File: src/rtl/sap1_controller_sequencer.sv
// sap1_controller_sequencer
// Six-state T-cycle ring with opcode decode for the SAP-1 datapath.
// Each control output drives one datapath resource. The control word is
// combinational from the registered T-state and the live opcode.
// Optional macro SAP1_JMP_EN: when defined, opcode 4'b0011 decodes as JMP
// (T4 drives EI,LP). When undefined, that opcode is a NOP and LP is tied 0.
module sap1_controller_sequencer (
   input  logic       CLK,
   input  logic       RST,
   input  logic [3:0] opcode,
   output logic [5:0] tstate,
   output logic       CP,
   output logic       EP,
   output logic       LM,
   output logic       CE,
   output logic       LI,
   output logic       EI,
   output logic       LA,
   output logic       EA,
   output logic       SU,
   output logic       EU,
   output logic       LB,
   output logic       LO,
   output logic       LP,
   output logic       HALTED
);

   localparam logic [3:0] OP_LDA = 4'b0000;
   localparam logic [3:0] OP_ADD = 4'b0001;
   localparam logic [3:0] OP_SUB = 4'b0010;
   localparam logic [3:0] OP_JMP = 4'b0011;
   localparam logic [3:0] OP_OUT = 4'b1110;
   localparam logic [3:0] OP_HLT = 4'b1111;

   typedef enum logic [2:0] {
      S_T1   = 3'd0,
      S_T2   = 3'd1,
      S_T3   = 3'd2,
      S_T4   = 3'd3,
      S_T5   = 3'd4,
      S_T6   = 3'd5,
      S_HALT = 3'd6
   } state_t;

   state_t state, state_nxt;

   // State register: reset always restarts the ring at T1, even from HALT
   always_ff @(posedge CLK) begin
      if (RST) state <= S_T1;
      else     state <= state_nxt;
   end

   // Next-state: fixed six-cycle ring; HLT diverts to HALT after T4
   always_comb begin
      state_nxt = S_T1;
      case (state)
         S_T1:    state_nxt = S_T2;
         S_T2:    state_nxt = S_T3;
         S_T3:    state_nxt = S_T4;
         S_T4:    state_nxt = (opcode == OP_HLT) ? S_HALT : S_T5;
         S_T5:    state_nxt = S_T6;
         S_T6:    state_nxt = S_T1;
         S_HALT:  state_nxt = S_HALT;
         default: state_nxt = S_T1;
      endcase
   end

   // Outputs: T-state decode plus the per-state control word, forced off in reset
   always_comb begin
      tstate = 6'b000000;
      HALTED = 1'b0;
      CP = 1'b0; EP = 1'b0; LM = 1'b0; CE = 1'b0; LI = 1'b0; EI = 1'b0;
      LA = 1'b0; EA = 1'b0; SU = 1'b0; EU = 1'b0; LB = 1'b0; LO = 1'b0;
      LP = 1'b0;

      case (state)
         S_T1:    tstate = 6'b000001;
         S_T2:    tstate = 6'b000010;
         S_T3:    tstate = 6'b000100;
         S_T4:    tstate = 6'b001000;
         S_T5:    tstate = 6'b010000;
         S_T6:    tstate = 6'b100000;
         S_HALT:  HALTED = 1'b1;
         default: tstate = 6'b000000;
      endcase

      if (!RST) begin
         case (state)
            S_T1: begin
               EP = 1'b1;
               LM = 1'b1;
            end
            S_T2: CP = 1'b1;
            S_T3: begin
               CE = 1'b1;
               LI = 1'b1;
            end
            S_T4: begin
               case (opcode)
                  OP_LDA, OP_ADD, OP_SUB: begin
                     EI = 1'b1;
                     LM = 1'b1;
                  end
                  OP_OUT: begin
                     EA = 1'b1;
                     LO = 1'b1;
                  end
`ifdef SAP1_JMP_EN
                  OP_JMP: begin
                     EI = 1'b1;
                     LP = 1'b1;
                  end
`endif
                  default: ;
               endcase
            end
            S_T5: begin
               case (opcode)
                  OP_LDA: begin
                     CE = 1'b1;
                     LA = 1'b1;
                  end
                  OP_ADD, OP_SUB: begin
                     CE = 1'b1;
                     LB = 1'b1;
                  end
                  default: ;
               endcase
            end
            S_T6: begin
               case (opcode)
                  OP_ADD: begin
                     EU = 1'b1;
                     LA = 1'b1;
                  end
                  OP_SUB: begin
                     EU = 1'b1;
                     SU = 1'b1;
                     LA = 1'b1;
                  end
                  default: ;
               endcase
            end
            default: ;
         endcase
      end
   end

endmodule
File: config.mk
export PLATFORM = sky130hd
export DESIGN_NAME = sap1_controller_sequencer
export DESIGN_NICKNAME = d
export VERILOG_FILES = /design/src/rtl/sap1_controller_sequencer.sv
export SDC_FILE = /design/constraint.sdc
export NUM_CORES = 1
export LEC_CHECK = 0
export ABC_CLOCK_PERIOD_IN_PS = 1200
export BUFFER_PORTS_ARGS = -buffer_cell sky130_fd_sc_hd__buf_2
export CORE_AREA = 2 2 39 41
export DETAILED_ROUTE_END_ITERATION = 10
export DIE_AREA = 0 0 41 43
export PLACE_DENSITY_LB_ADDON = 0.15
export SYNTH_ARGS = -nofsm -noshare
export SYNTH_HDL_FRONTEND = slang
export SYNTH_SLANG_ARGS = --single-unit
File: constraint.sdc
create_clock -name CLK -period 1.2 [get_ports CLK]
set_input_delay 0.24 -clock CLK [delete_from_list [all_inputs] [get_ports CLK]]
set_output_delay 0.24 -clock CLK [all_outputs]
set_load 0.05 [all_outputs]
==> results of run 1 <==
-- layout make-up --
class                           count  area (um2)  area share
Clock buffer                        4        26.3      0.0254
Inverter                            3        13.8      0.0133
Multi-Input combinational cell     38         417       0.402
Sequential cell                     3        71.3      0.0688
Tap cell                           16        20.0      0.0193
Timing Repair Buffer               46         488       0.471
-- synth_stat cells --
master and number:
a211oi_1 1, a21oi_1 1, a311oi_1 1, a31o_2 1
and3_1 1, and3_2 1, and4bb_2 1, buf_2 2
buf_4 2, buf_6 2, conb_1 1, dfxtp_1 3
inv_1 2, inv_2 1, nand2_1 6, nand2b_1 2
nand3b_1 1, nand4_1 1, nand4b_1 1, nor2_1 4
nor2b_4 1, nor3_1 4, nor3_2 2, nor4_1 1
nor4_2 1, o21ai_0 1, o21ai_1 1, o21bai_1 1
or2_4 1, xor2_1 2
-- final timing paths --
check,end,slack [ns],startpoint
max,EA,-0.41,state[2]
min,state[1],0.36,opcode[1]
max reg2reg,state[1],0.05,state[1]
min reg2reg,state[0],0.61,state[2]
-- worst reg2reg max path: stages, from the launching register on --
cell	delay, ns
dfxtp_4	0.35
buf_6	0.13
buf_6	0.12
buf_6	0.11
buf_6	0.11
o21ai_2	0.14
a311oi_2	0.05
-- where the power goes --
part | internal [mW] | total (mW) | leakage (nW) | switching, mW
registers | 0.107 | 0.121 | 0.0267 | 0.0143
logic | 0.199 | 0.438 | 0.394 | 0.239
clock network | 0.125 | 0.185 | 0.0150 | 0.0603
-- what timing repair did --
action / CTS / global route
setup buffers: 2 / 5
setup endpoints to repair: 19 / 20
gates resized for setup: 60 / 15
pin swaps: 6 / 7
-- logic make-up (layout without fill, tap and decap cells) --
group,after synthesis,count (layout)
and+or+nand+nor,28,28
buffers and inverters,9,53
AOI/OAI and AO/OA,7,7
DFF,3,3
xor gates and xnor gates,2,2
other,1,1
-- routing by layer --
metal | share of wire | vias to the layer above | track usage
met5 | 0 | - | 0
met3 | 0.027 | 0 | 0.0157
met2 | 0.56 | 13 | 0.238
met1 | 0.42 | 248 | 0.209
li1 | - | 262 | -
met4 | 0 | 0 | 0.100
-- stage by stage --
step	instance area, um2	std cells	TNS, ns	power [mW]	hold WS [ns]
after floorplan	508	50	-3.51	0.352	0.415
after global placement	701	99	-2.73	0.427	0.502
after detailed placement	701	99	-2.82	0.430	0.511
after CTS	936	105	-5.44	0.693	0.336
after global routing	1040	110	-6.72	0.794	0.357
final	1040	110	-5.70	0.745	0.359
==> flow_metrics.tcl, run 1 <==
set metrics [dict create \
    drv_cap 0 \
    arrival_ns 1.37 \
    cpLargestDelayFamily "simple AND/OR/NAND/NOR gates" \
    grt_pass1_wl_um 1940 \
    htreeDepth 1 \
    cts_num_sinks 3 \
    synthSimpleGateAreaFrac 0.490 \
    largest_register_ffs 3 \
    setup_viol 19 \
    grt_pass1_vias 475 \
    hold_path_depth 3 \
    crit_path_max_fanout 5 \
    top_register "state" \
    core-area_mm2 0.00138 \
    power_leakage_nw 0.436 \
    track_usage 0.160 \
    final_max_slew_viol_count 0 \
    start_util 0.266 \
    r2r_cells 6 \
    syn_area_um2 368 \
    die_h_um 43 \
    synth_top_area_share 0.163 \
    clk_latency_ns 0.24 \
    synth_area_leaders "dfxtp_1, buf_6, nand2_1, nor3_1, nor3_2" \
    cp_num_buf_inv 1 \
    globalplace.congestion 0.679 \
    hold_violations 0 \
    grt_max_degree 8 \
    netlist.top_cell.by_area "dfxtp_1" \
    routed_wl_um 1340 \
    yosys.area_share.xor_xnor 0.0476 \
    path_cells "nand2b_4 > or2_4 > nor3_4 > buf_6" \
    synth_compound_area_frac 0.129 \
    clk_pin_slew_ns 0.04 \
    final_common_cell "buf_6" \
    violations "negative setup slack" \
    critPathLaunchType "register" \
    p_per_area_mw_per_mm2 719 \
    clock.fmax_ghz 0.620 \
    outcome "complete, but fails checks" \
    fin_util 0.749 \
    antenna_found_initial 0 \
    ys_seq_elements 3 \
    yosysWarnings 0 \
    synthAdderAreaFrac 0 \
    numPortBuffers 24 \
    post_route_cells_drive_above_1_share 0.840 \
    syn_inst 50 \
    layout.nets 101 \
    cts_tree "built" \
    syn_nets 56 \
    setup_slack_ns -0.413 \
    slowest_delay_ns 0.36 \
    critPathSlowestCell "dfxtp_4" \
    num_vias 523 \
    cts_hold_buf 0 \
    pin_count 26 \
    synth.area.mux_share 0 \
    drtIter0Drc 0 \
    die_w_um 41 \
    ys_seq_area_frac 0.163 \
    ant_nets 0 \
    clock_skew_ns 0.00374 \
    syn_area_per_cell_um2 7.36 \
    final_cell_mix "buf_6, buf_8, buf_4, nor3_4, buf_2" \
    worstPathRequired_ns 0.96 \
    numCtsBuffers 3 \
    crit_path_end_kind "primary output" \
    cp.depth 4 \
    fillCellCount 96 \
    wl_per_cell_um 12.2 \
    n_antenna_cell 0 \
    synth_top_family_by_area "simple AND/OR/NAND/NOR gates" \
    dp_hpwl_um 829 \
    worstSetupPathType "reg -> out" \
    viasPerCell 4.75 \
    dp_worst_setup_slack_ns -0.259 \
    dr.pass1.iters 1 \
    clockBufferDepth 2 \
    top_regs "state: 3 flops" \
    rsz0062_at_grt "true" \
    dieArea_mm2 0.00176 \
    period_needed_ns 1.61 \
    peakVddDrop_mv 0.384 \
    rows 14 \
    drc 0 \
    grt.overflow.total 0 \
    fin_crit_sh 1.34 \
    syn_to_final_growth_pct 182 \
    ys_types 30 \
    hp-class "in -> reg" \
    root_buffer "clkbuf_4" \
]
No activity file was read; power rests on OpenSTA's default activity.
==> run 2, diff against run 1 <==
--- a/config.mk
+++ b/config.mk
@@ -5,7 +5,7 @@
 export SDC_FILE = /design/constraint.sdc
 export NUM_CORES = 1
 export LEC_CHECK = 0
-export ABC_CLOCK_PERIOD_IN_PS = 1200
+export ABC_CLOCK_PERIOD_IN_PS = 1700
 export BUFFER_PORTS_ARGS = -buffer_cell sky130_fd_sc_hd__buf_2
 export CORE_AREA = 2 2 39 41
 export DETAILED_ROUTE_END_ITERATION = 10
==> constraint.sdc (replaced) <==
create_clock -name CLK -period 1.7 [get_ports CLK]
set_input_delay 0.34 -clock CLK [delete_from_list [all_inputs] [get_ports CLK]]
set_output_delay 0.34 -clock CLK [all_outputs]
set_load 0.05 [all_outputs]
==> run 2 against run 1 <==
Net effect:
- the run still ends with negative setup slack left
- clock-buffer cell count is the same
- routed wire length shrank 22%
- via count shrank 14%
- global-route usage shrank 2.1 points
- worst setup slack gained 0.41 ns
- register-to-register slack gained 0.66 ns
- highest routed layer unchanged
- largest cell class is now multi-input combinational cells
- sequential share of layout area grew 3.1 points
- design area shrank 33%
- core utilization shrank 25 points
- combinational power shrank 53%
- critical path type unchanged
==> flow_metrics.tcl, run 2 (synthesized netlist as in run 1, its figures left out) <==
set metrics [dict create \
    outcome "complete, but fails checks" \
    violations "negative setup slack" \
    top_register "state" \
    fin_util 0.500 \
    clock.fmax_ghz 0.588 \
    clk_pin_slew_ns 0.04 \
    cts_tree "built" \
    r2r_start "state[2]" \
    holdPathEnd "state[1]" \
    dr.pass1.iters 4 \
    n_antenna_cell 0 \
    grt.overflow.total 0 \
    critPathLaunchType "register" \
    fillCellCount 141 \
    period_needed_ns 1.70 \
    clk_latency_ns 0.23 \
    dieArea_mm2 0.00176 \
    final_common_cell "buf_2" \
    ff_latch_area_um2 68.8 \
    peakVddDrop_mv 0.342 \
    viasPerCell 4.71 \
    multiInputGateArea_um2 327 \
    rows 14 \
    post_cts_buffers 0 \
    die_h_um 43 \
    root_buffer "clkbuf_4" \
    post_route_cells_drive_above_1_share 0.713 \
    grt_pass1_vias 404 \
    worstPathRequired_ns 1.36 \
    track_usage 0.139 \
    setup_viol 2 \
    largest_register_ffs 3 \
    numCtsBuffers 3 \
    layout.nets 87 \
    cts_num_sinks 3 \
    core-area_mm2 0.00138 \
    dp_hpwl_um 789 \
    crit_path_max_fanout 5 \
    htreeDepth 1 \
    start_util 0.266 \
    clock_skew_ns 0.00302 \
    rrSetupSlack_ns 0.71 \
    worstSetupPathType "reg -> out" \
    wl_per_cell_um 10.9 \
    fin_crit_sh 1.00 \
    r2r_cells 3 \
    power_leakage_nw 0.326 \
    numPortBuffers 24 \
    crit_path_end_kind "primary output" \
    antenna_found_initial 0 \
    num_vias 452 \
    grt_pass1_wl_um 1650 \
    setup_tns_ns -0.00277 \
    hp-class "in -> reg" \
    drc 0 \
    p_per_area_mw_per_mm2 601 \
    setup_slack_ns -0.00204 \
    drtIter0Drc 4 \
    clockBufferDepth 2 \
    final_max_slew_viol_count 0 \
    routed_wl_um 1040 \
    top_regs "state: 3 flops" \
    r2r-end "state[2]" \
    ant_nets 0 \
    grt_max_degree 10 \
    rsz0062_at_grt "true" \
    arrival_ns 1.36 \
    hold_violations 0 \
    cts_hold_buf 0 \
    syn_to_final_growth_pct 88.1 \
    pin_count 26 \
    die_w_um 41 \
    worstHoldStart "opcode[2]" \
    final_cell_mix "buf_2, buf_6, buf_4, clkbuf_4, nand2_1" \
    globalplace.congestion 0.719 \
    drv_cap 0 \
    hold_path_depth 3 \
]
## run 2: critical path: stages, from the launching register on
cell and delay (ns):
dfxtp_2 0.34, nand2b_1 0.16, or2_4 0.27, nor3_4 0.16
buf_6 0.19
## run 2: power by group
| group | internal [mW] | total (mW) | switching, mW |
|---|---|---|---|
| combinational | 0.0708 | 0.204 | 0.134 |
| clock | 0.0879 | 0.124 | 0.0364 |
| sequential | 0.0764 | 0.0871 | 0.0107 |
## run 2: area by class of cell
type	count	area share
inverters	3	0.0163
well taps	16	0.0289
repair buffers	32	0.345
clock buffers	4	0.0380
multi-input cells	38	0.472
flip-flops and latches	3	0.0995
## run 2: metal layers
metal | up-vias | global-route usage | share of wire
met5 | - | 0 | 0
met4 | 0 | 0.0800 | 0
met3 | 0 | 0.0314 | 0.038
met2 | 13 | 0.203 | 0.54
met1 | 207 | 0.178 | 0.42
li1 | 232 | - | -
## run 2: worst max path at each step
stage                    from  end  slack [ns]  cells past startpoint
finish               state[2]   EA      -0.002                      4
global route         state[2]   LO       -0.05                      4
CTS                  state[2]   EA      -0.009                      4
detailed placement  opcode[3]   LM        0.02                      5
global placement    opcode[3]   LM        0.07                      5
floorplan            state[1]   CE       -0.13                      4
## run 2: repair_timing
action,CTS,global route
pin swaps,1,1
gates resized for setup,13,12
setup endpoints to repair,8,10
## run 2: metrics by stage
| step | worst slack [ns] | cell area [um2] | hold WS, ns | total power, mW | std cells |
|---|---|---|---|---|---|
| after floorplan | -0.128 | 454 | 0.516 | 0.241 | 50 |
| after global placement | 0.0668 | 597 | 0.685 | 0.284 | 92 |
| after detailed placement | 0.0242 | 597 | 0.681 | 0.284 | 92 |
| after CTS | -0.00948 | 657 | 0.464 | 0.417 | 96 |
| after global routing | -0.0536 | 692 | 0.478 | 0.437 | 96 |
| final | -0.00204 | 692 | 0.462 | 0.416 | 96 |
